$ cat src/rtl/store_pkg.sv
// Shared encodings for the sub-word store path: store-op codes, FSM states and the alignment check.
package store_pkg;

    localparam logic [1:0] SOP_SW  = 2'b00;
    localparam logic [1:0] SOP_SH  = 2'b01;
    localparam logic [1:0] SOP_SB  = 2'b10;
    localparam logic [1:0] SOP_RSV = 2'b11;

    typedef enum logic [2:0] {
        ST_IDLE,
        ST_RD,
        ST_WAIT,
        ST_WR,
        ST_ERR
    } state_e;

    // True when the store's low address bits do not match its natural alignment.
    function automatic logic misaligned(input logic [1:0] sop, input logic [1:0] addr_lo);
        return ((sop == SOP_SH) && addr_lo[0]) || ((sop == SOP_SW) && (addr_lo != 2'b00));
    endfunction

endpackage

$ cat src/rtl/sub_word_store_lane_merge.sv
// Byte-lane merge: replaces the lanes selected by the store op and address in the old memory word.
module lane_merge
    import store_pkg::*;
(
    input  logic [31:0] old_word_i,
    input  logic [31:0] data_i,
    input  logic [1:0]  addr_lo_i,
    input  logic [1:0]  sop_i,
    output logic [31:0] merged_o
);

    logic [3:0] be;

    always_comb begin
        be = 4'b0000;
        case (sop_i)
            SOP_SW:  be = 4'b1111;
            SOP_SH:  be = addr_lo_i[1] ? 4'b1100 : 4'b0011;
            SOP_SB:  be = 4'b0001 << addr_lo_i;
            default: be = 4'b0000;
        endcase
    end

    // Each lane picks the data byte that lands on it: SB replicates byte 0, SH repeats the half.
    generate
        for (genvar gi = 0; gi < 4; gi++) begin : g_lane
            logic [7:0] src;
            assign src = (sop_i == SOP_SB) ? data_i[7:0] :
                         (sop_i == SOP_SH) ? data_i[8*(gi%2) +: 8] :
                                             data_i[8*gi +: 8];
            assign merged_o[8*gi +: 8] = be[gi] ? src : old_word_i[8*gi +: 8];
        end
    endgenerate

endmodule

$ cat src/rtl/sub_word_store.sv
// Sub-word store unit: SW/SH/SB into a word-only memory via read-modify-write, one request at a time.
// Optional build macro MISALIGN_TRAP_EN turns misaligned SH/SW into an error completion.
module sub_word_store
    import store_pkg::*;
#(
    parameter int ADDR_W = 32
) (
    input  logic              clk,
    input  logic              reset,
    input  logic              req_valid,
    output logic              req_ready,
    input  logic [ADDR_W-1:0] req_addr,
    input  logic [31:0]       req_wdata,
    input  logic [1:0]        SOp,
    output logic [ADDR_W-1:0] mem_addr,
    output logic              mem_rd_en,
    input  logic [31:0]       mem_rdata,
    output logic              mem_wr_en,
    output logic [31:0]       mem_wdata,
    output logic              done,
    output logic              err
);

    state_e            state_q, state_d;
    logic [ADDR_W-1:0] addr_q, addr_d;
    logic [31:0]       wdata_q, wdata_d;
    logic [1:0]        sop_q, sop_d;
    logic [31:0]       merged;
    logic              accept;
    logic              trap;

    lane_merge u_lane_merge (
        .old_word_i (mem_rdata),
        .data_i     (wdata_q),
        .addr_lo_i  (addr_q[1:0]),
        .sop_i      (sop_q),
        .merged_o   (merged)
    );

`ifdef MISALIGN_TRAP_EN
    assign trap = misaligned(SOp, req_addr[1:0]);
`else
    assign trap = 1'b0;
`endif

    assign accept = req_valid && req_ready;

    always_comb begin
        state_d = state_q;
        addr_d  = addr_q;
        wdata_d = wdata_q;
        sop_d   = sop_q;
        case (state_q)
            ST_IDLE: begin
                if (accept) begin
                    addr_d  = req_addr;
                    wdata_d = req_wdata;
                    sop_d   = SOp;
                    if ((SOp == SOP_RSV) || trap) begin
                        state_d = ST_ERR;
                    end else if (SOp == SOP_SW) begin
                        state_d = ST_WR;
                    end else begin
                        state_d = ST_RD;
                    end
                end
            end
            ST_RD:   state_d = ST_WAIT;
            ST_WAIT: begin
                // Merged word replaces the raw data so WR drives it straight out.
                wdata_d = merged;
                state_d = ST_WR;
            end
            ST_WR:   state_d = ST_IDLE;
            ST_ERR:  state_d = ST_IDLE;
            default: state_d = ST_IDLE;
        endcase
    end

    always_ff @(posedge clk) begin
        if (!reset) begin
            state_q <= ST_IDLE;
            addr_q  <= '0;
            wdata_q <= '0;
            sop_q   <= '0;
        end else begin
            state_q <= state_d;
            addr_q  <= addr_d;
            wdata_q <= wdata_d;
            sop_q   <= sop_d;
        end
    end

    // Every output is forced low while reset is held, even before the reset edge.
    assign req_ready = reset && (state_q == ST_IDLE);
    assign mem_rd_en = reset && (state_q == ST_RD);
    assign mem_wr_en = reset && (state_q == ST_WR);
    assign done      = mem_wr_en;
    assign err       = reset && (state_q == ST_ERR);
    assign mem_addr  = reset ? {addr_q[ADDR_W-1:2], 2'b00} : '0;
    assign mem_wdata = reset ? wdata_q : '0;

endmodule

$ cat config.mk
export PLATFORM = sky130hd
export DESIGN_NAME = sub_word_store
export DESIGN_NICKNAME = d
export VERILOG_FILES = /design/src/rtl/store_pkg.sv /design/src/rtl/sub_word_store_lane_merge.sv /design/src/rtl/sub_word_store.sv
export SDC_FILE = /design/constraint.sdc
export NUM_CORES = 1
export LEC_CHECK = 0
export CORE_MARGIN = 5
export CORE_UTILIZATION = 60
export DETAILED_ROUTE_END_ITERATION = 7
export DONT_BUFFER_PORTS = 1
export HOLD_SLACK_MARGIN = 0.1
export PLACE_DENSITY = 0.76
export SYNTH_ARGS = -nofsm -noshare
export SYNTH_HDL_FRONTEND = slang
export SYNTH_HIERARCHICAL = 1
export SYNTH_SLANG_ARGS = --single-unit
$ cat constraint.sdc
create_clock -name clk -period 2.5 [get_ports clk]
set_clock_uncertainty 0.15 [all_clocks]
set_input_delay 0.5 -clock clk [delete_from_list [all_inputs] [get_ports clk]]
set_output_delay 0.5 -clock clk [all_outputs]
set_load 0.05 [all_outputs]
==> results.tsv, run 1 <==
stage	metric	value	unit
synth	ys_types	38	
placed_design	io_buffers	0	
critical_path	crit_fanout	37	
run_status	outcome	finished, final reports clean	
cells_and_area	postLayoutCoreUtil	0.642	
timing	fmax	436	MHz
power	p_seq_frac	0.443	
drt	highest_layer	met5	
clock_tree	clock_sinks	69	
timing	finalCriticalPeriod	2290	ps
clock_tree	ctsResizeCount	0	
die	fp.dieH	93.7	microns
drt	post_drt_wl_per_cell	21.8	microns
flow_run	cap_violations	0	
min_path	worst_hold_path_type	in -> reg	
timing	rsz0062_at_grt	no	
timing	tightestPinTransition	635	ps
cells_and_area	layout_common_cells	dfxtp_1 (69), o21ai_0 (68), and2_1 (62)	
critical_path	worstPathRequired	1850	ps
power	cellPowerDensity	686	nW/um^2
synth	netlist.area_leader.share	0.328	
critical_path	worstSetupStartpointType	register	
global_route	grt_pass1_wl	17600	microns
drt	viasPerCell	6.20	
synth	netlist_instances	445	
critical_path	worst_ep_arrival_time	1640	ps
die	dieArea	8790	sq um
clock_tree	cts_made_buffers	9	
power	leakagePower	1.67	nW
drt	wl_met1	4540	microns
placed_design	place.gp.congestion	0.790	
power	p_clk_frac	0.266	
global_route	grt_max_degree	98	
power	intPower	1.90	mW
power	switching_power	1.09	mW
drt	drt_first_iter_violations	177	
synth	synth_top_cell_by_area	dfxtp_1	
drt	vias	3256	
global_route	globalRouteOverflowTotal	0	
cells_and_area	drive_above_1_share	0.231	
critical_path	endpoint_kind	primary output	
synth	ys_seq_area_frac	0.328	
power	combPwrFrac	0.291	
global_route	grt_usage	0.256	
clock_tree	ctsHoldBuffers	0	
drt	wl	11400	microns
timing	slew_violations	0	
synth	yosysWarnings	6	
cells_and_area	syn_to_final_growth	3.66	%
global_route	grt_pass1_vias	3394	
clock_tree	clk_pin_slew	80	ps
timing	hold_ws	137	ps
die	initial_core_util	0.619	
die	io_pins	170	
timing	report.final.setup_viol	0	
drt	route.detailed.drc	0	
synth	synthTopCellsByArea	dfxtp_1 (33%), mux2_2 (9.6%), and2_1 (9.2%)	
drt	route.met3.wl	1200	microns
clock_tree	htree_levels	3	
placed_design	dp_hpwl	7880	microns
synth	synth.avg_cell_area	9.45	sq um
power	irDropWorstVdd	399	uV
synth	synth_seq_cells	69	
drt	met2WireLength	5400	microns
die	rows	30	
die	die_x	93.7	microns
cells_and_area	layout_commonest_cell	dfxtp_1	
cells_and_area	nets	525	
clock_tree	cts_setup_buffers	0	
drt	detail-route-antenna-nets	0	
clock_tree	clk_path_buf_depth	2	
critical_path	crit_type	reg -> out	
synth	synth_area	4210	sq um
clock_tree	cts_tree	done	
timing	relSlewSlack	0.577	
drt	firstDrtPassIters	4	
timing	min_period_over_period	0.918	
clock_tree	cts_root_buffer	clkbuf_8	
timing	final-hold-violation-count	0	
die	core_area	6790	sq um
clock_tree	clk_latency	330	ps
global_route	antenna_found_initial	2	
power	switching_share	0.364	
-- synthesized netlist by cell type (all sizes together) --
cell type	number
nor2	3
and2b	1
o22ai	2
and2	62
nor4	1
nand3	4
clkinv	2
and4b	1
buf	15
nand2	1
clkbuf	28
nand2b	2
inv	2
a2111oi	1
o21ai	68
mux2i	24
conb	1
a31oi	32
a21o	1
a211oi	1
xor2	1
or4b	1
mux2	78
nor3	1
or3b	1
a21oi	39
nor4b	2
nor3b	1
dfxtp	69
-- cell type report --
| type | count | area, sq um |
|---|---|---|
| clock buffer | 9 | 124 |
| fill | 559 | 2430 |
| clock inverter | 6 | 41.3 |
| sequential | 69 | 1380 |
| multi-input combinational | 330 | 2580 |
| antenna | 1 | 2.50 |
| timing repair buffer | 10 | 87.6 |
| tap | 96 | 120 |
| inverter | 4 | 20.0 |
-- through the flow --
step	area (sq um)	total power, mW	std cells	TNS, ps	setup WS, ps
finish	4360	2.99	525	0	206
CTS	4360	3.01	524	0	190
detailed placement	4190	2.22	509	0	377
floorplan	4210	2.12	446	-725	-363
global placement	4190	2.19	509	0	464
global route	4360	3.14	525	0	131
-- final timing paths --
path	slack, ps	startpoint	to	depth (start not counted)
min reg2reg	340	wdata_q[21]$_SDFFE_PN0P_	wdata_q[21]$_SDFFE_PN0P_	2
max	210	state_q[0]$_SDFFE_PN0P_	req_ready	2
min	140	req_addr[14]	addr_q[14]$_SDFFE_PN0P_	1
max reg2reg	360	sop_q[0]$_SDFFE_PN0P_	wdata_q[18]$_SDFFE_PN0P_	5
-- metal layers --
| layer | track usage | vias to the layer above |
|---|---|---|
| li1 | - | 1558 |
| met1 | 0.304 | 1514 |
| met2 | 0.413 | 162 |
| met3 | 0.0986 | 20 |
| met4 | 0.107 | 2 |
| met5 | 0 | - |
-- power by group through the flow --
| stage | combinational, mW | sequential (mW) | clock (mW) |
|---|---|---|---|
| after floorplan | 0.822 | 1.29 | 0 |
| after CTS | 0.874 | 1.32 | 0.814 |
| after detailed placement | 0.871 | 1.35 | 0 |
| final | 0.872 | 1.33 | 0.795 |
| after global placement | 0.851 | 1.34 | 0 |
| after global routing | 0.936 | 1.34 | 0.863 |
-- worst max-delay path: stages (launching register included) --
cell	delay [ps]
dfxtp_1	400
or4b_4	590
clkinv_4	310
-- state kept, by name (all words and copies together) (netlist names) --
signal,count
addr_q,32
wdata_q,32
sop_q,2
state_q,3
-- kinds of logic after synthesis --
kind of cell | synth area share
AND/OR/NAND/NOR | 0.123
buffers and inverters | 0.0625
multiplexers | 0.287
AO/OA/AOI/OAI | 0.194
other | 0.000891
XOR/XNOR | 0.00387
flip-flops | 0.328
Power figures use the tool's default switching activity.
==> inputs of run 2 (changes only) <==
--- a/config.mk
+++ b/config.mk
@@ -11,6 +11,7 @@
 export DONT_BUFFER_PORTS = 1
 export HOLD_SLACK_MARGIN = 0.1
 export PLACE_DENSITY = 0.76
+export RECOVER_POWER = 50
 export SYNTH_ARGS = -nofsm -noshare
 export SYNTH_HDL_FRONTEND = slang
 export SYNTH_HIERARCHICAL = 1
==> run 2 against run 1 <==
  * Utilization about the same
  * Final area about the same
  * Die area unchanged
  * Setup slack worse by 2.8 ps
  * Clock-buffer cell count unchanged
  * Wire length down 0.17%
  * Non-clock buffer count unchanged
  * Maximum frequency down 0.12%
  * Critical endpoint unchanged
  * Largest cell class unchanged
==> results.tsv, run 2 (synthesis results as in run 1) <==
stage	metric	value	unit
timing	slew_violations	0	
critical_path	crit_start	state_q[0]$_SDFFE_PN0P_	
power	leakagePower	1.62	nW
cells_and_area	layout_commonest_cell	dfxtp_1	
critical_path	r2r-end	wdata_q[18]$_SDFFE_PN0P_	
critical_path	endpoint_kind	primary output	
min_path	worst_hold_path_type	in -> reg	
clock_tree	htree_levels	3	
critical_path	ff2ff_path_depth	5	
cells_and_area	layout_common_cells	dfxtp_1 (69), o21ai_0 (68), and2_0 (57)	
clock_tree	cts_root_buffer	clkbuf_8	
timing	finalCriticalPeriod	2300	ps
critical_path	crit_type	reg -> out	
cells_and_area	nets	525	
global_route	use_met3	0.0986	
die	initial_core_util	0.619	
flow_run	cap_violations	0	
cells_and_area	reg.largest.list	addr_q: 32 flops, wdata_q: 32 flops, state_q: 3 flops	
global_route	antenna_found_initial	2	
drt	firstDrtPassIters	4	
timing	hold_ws	138	ps
clock_tree	ctsResizeCount	0	
cells_and_area	syn_to_final_growth	3.60	%
clock_tree	cts_tree	done	
clock_tree	ctsHoldBuffers	0	
drt	route.detailed.drc	0	
timing	fin_setup_tns	0	ps
timing	tightestPinTransition	815	ps
drt	wl	11400	microns
timing	report.final.setup_viol	0	
critical_path	worstSetupStartpointType	register	
power	cellPowerDensity	686	nW/um^2
placed_design	place.gp.congestion	0.790	
die	dieArea	8790	sq um
critical_path	worstPathRequired	1850	ps
timing	rsz0062_at_grt	no	
die	io_pins	170	
drt	viasPerCell	6.25	
critical_path	worstReg2RegStart	sop_q[0]$_SDFFE_PN0P_	
critical_path	setup.worst_path.end	req_ready	
clock_tree	cts_setup_buffers	0	
die	die_x	93.7	microns
clock_tree	clk_pin_slew	80	ps
timing	final.setup.worst_slack	203	ps
cells_and_area	final_area	4360	sq um
placed_design	dp_hpwl	7880	microns
drt	post_drt_wl_per_cell	21.8	microns
clock_tree	cts_made_buffers	9	
timing	final-hold-violation-count	0	
global_route	grt_max_degree	98	
drt	vias	3281	
cells_and_area	drive_above_1_share	0.231	
placed_design	io_buffers	0	
critical_path	crit_fanout	37	
clock_tree	clock_sinks	69	
timing	fmax	435	MHz
die	core_area	6790	sq um
timing	min_period_over_period	0.919	
global_route	use_met1	0.304	
global_route	grt_pass1_wl	17600	microns
clock_tree	clk_path_buf_depth	2	
cells_and_area	postLayoutCoreUtil	0.641	
power	p_total	2.99	mW
critical_path	worst_ep_arrival_time	1650	ps
drt	drt_first_iter_violations	175	
global_route	grt_usage	0.256	
run_status	outcome	finished, final reports clean	
global_route	grt_use_met2	0.413	
global_route	globalRouteOverflowTotal	0	
placed_design	dp_cells	509	
power	irDropWorstVdd	399	uV
placed_design	dp_slack	377	ps
die	rows	30	
critical_path	reg2reg_slack	360	ps
placed_design	post_dp_cell_area	4190	sq um
global_route	grt_pass1_vias	3394	
die	fp.dieH	93.7	microns
cells_and_area	final_cell_count_no_fill	525	
clock_tree	clk_latency	330	ps
timing	relSlewSlack	0.456	
drt	detail-route-antenna-nets	0	
global_route	grt-busiest-layer	met2	
-- run 2: changes by cell type in the layout (fill, tap and decap cells not counted) --
cell / previous run / this run
and2_0: 0 / 57
buf_4: 9 / 8
clkbuf_2: 0 / 1
and2_1: 62 / 5
-- run 2: how the worst min path moves through the flow --
| stage | start | cells past startpoint | to | slack, ps |
|---|---|---|---|---|
| after floorplan | wdata_q[23]$_SDFFE_PN0P_ | 2 | wdata_q[23]$_SDFFE_PN0P_ | 300 |
| after global routing | req_addr[13] | 1 | addr_q[13]$_SDFFE_PN0P_ | 130 |
| after CTS | req_addr[14] | 1 | addr_q[14]$_SDFFE_PN0P_ | 120 |
| after global placement | wdata_q[16]$_SDFFE_PN0P_ | 2 | wdata_q[16]$_SDFFE_PN0P_ | 310 |
| after detailed placement | wdata_q[16]$_SDFFE_PN0P_ | 2 | wdata_q[16]$_SDFFE_PN0P_ | 330 |
| final | req_addr[14] | 1 | addr_q[14]$_SDFFE_PN0P_ | 140 |
-- run 2: per-layer routing --
metal / vias up / wire, microns / share of wire
met4: 2 / 311 / 0.027
met5: - / 8 / 0.00070
li1: 1557 / - / -
met2: 152 / 5420 / 0.47
met1: 1548 / 4570 / 0.40
met3: 22 / 1110 / 0.098
-- run 2: critical path, stage by stage (launching register included) --
cell and delay, ps:
dfxtp_1 400, or4b_4 590, clkinv_4 320
-- run 2: layout make-up --
class,instances,area [sq um]
well taps,96,120
clock inverters,6,41.3
multi-input cells,330,2580
repair buffers,10,85.1
flip-flops and latches,69,1380
inverters,4,20.0
fillers,560,2440
diodes,1,2.50
clock buffers,9,124
-- run 2: where the power goes --
group	internal (mW)	switching, mW
Clock	0.352	0.446
Combinational	0.328	0.537
Sequential	1.22	0.109
Total	1.90	1.09
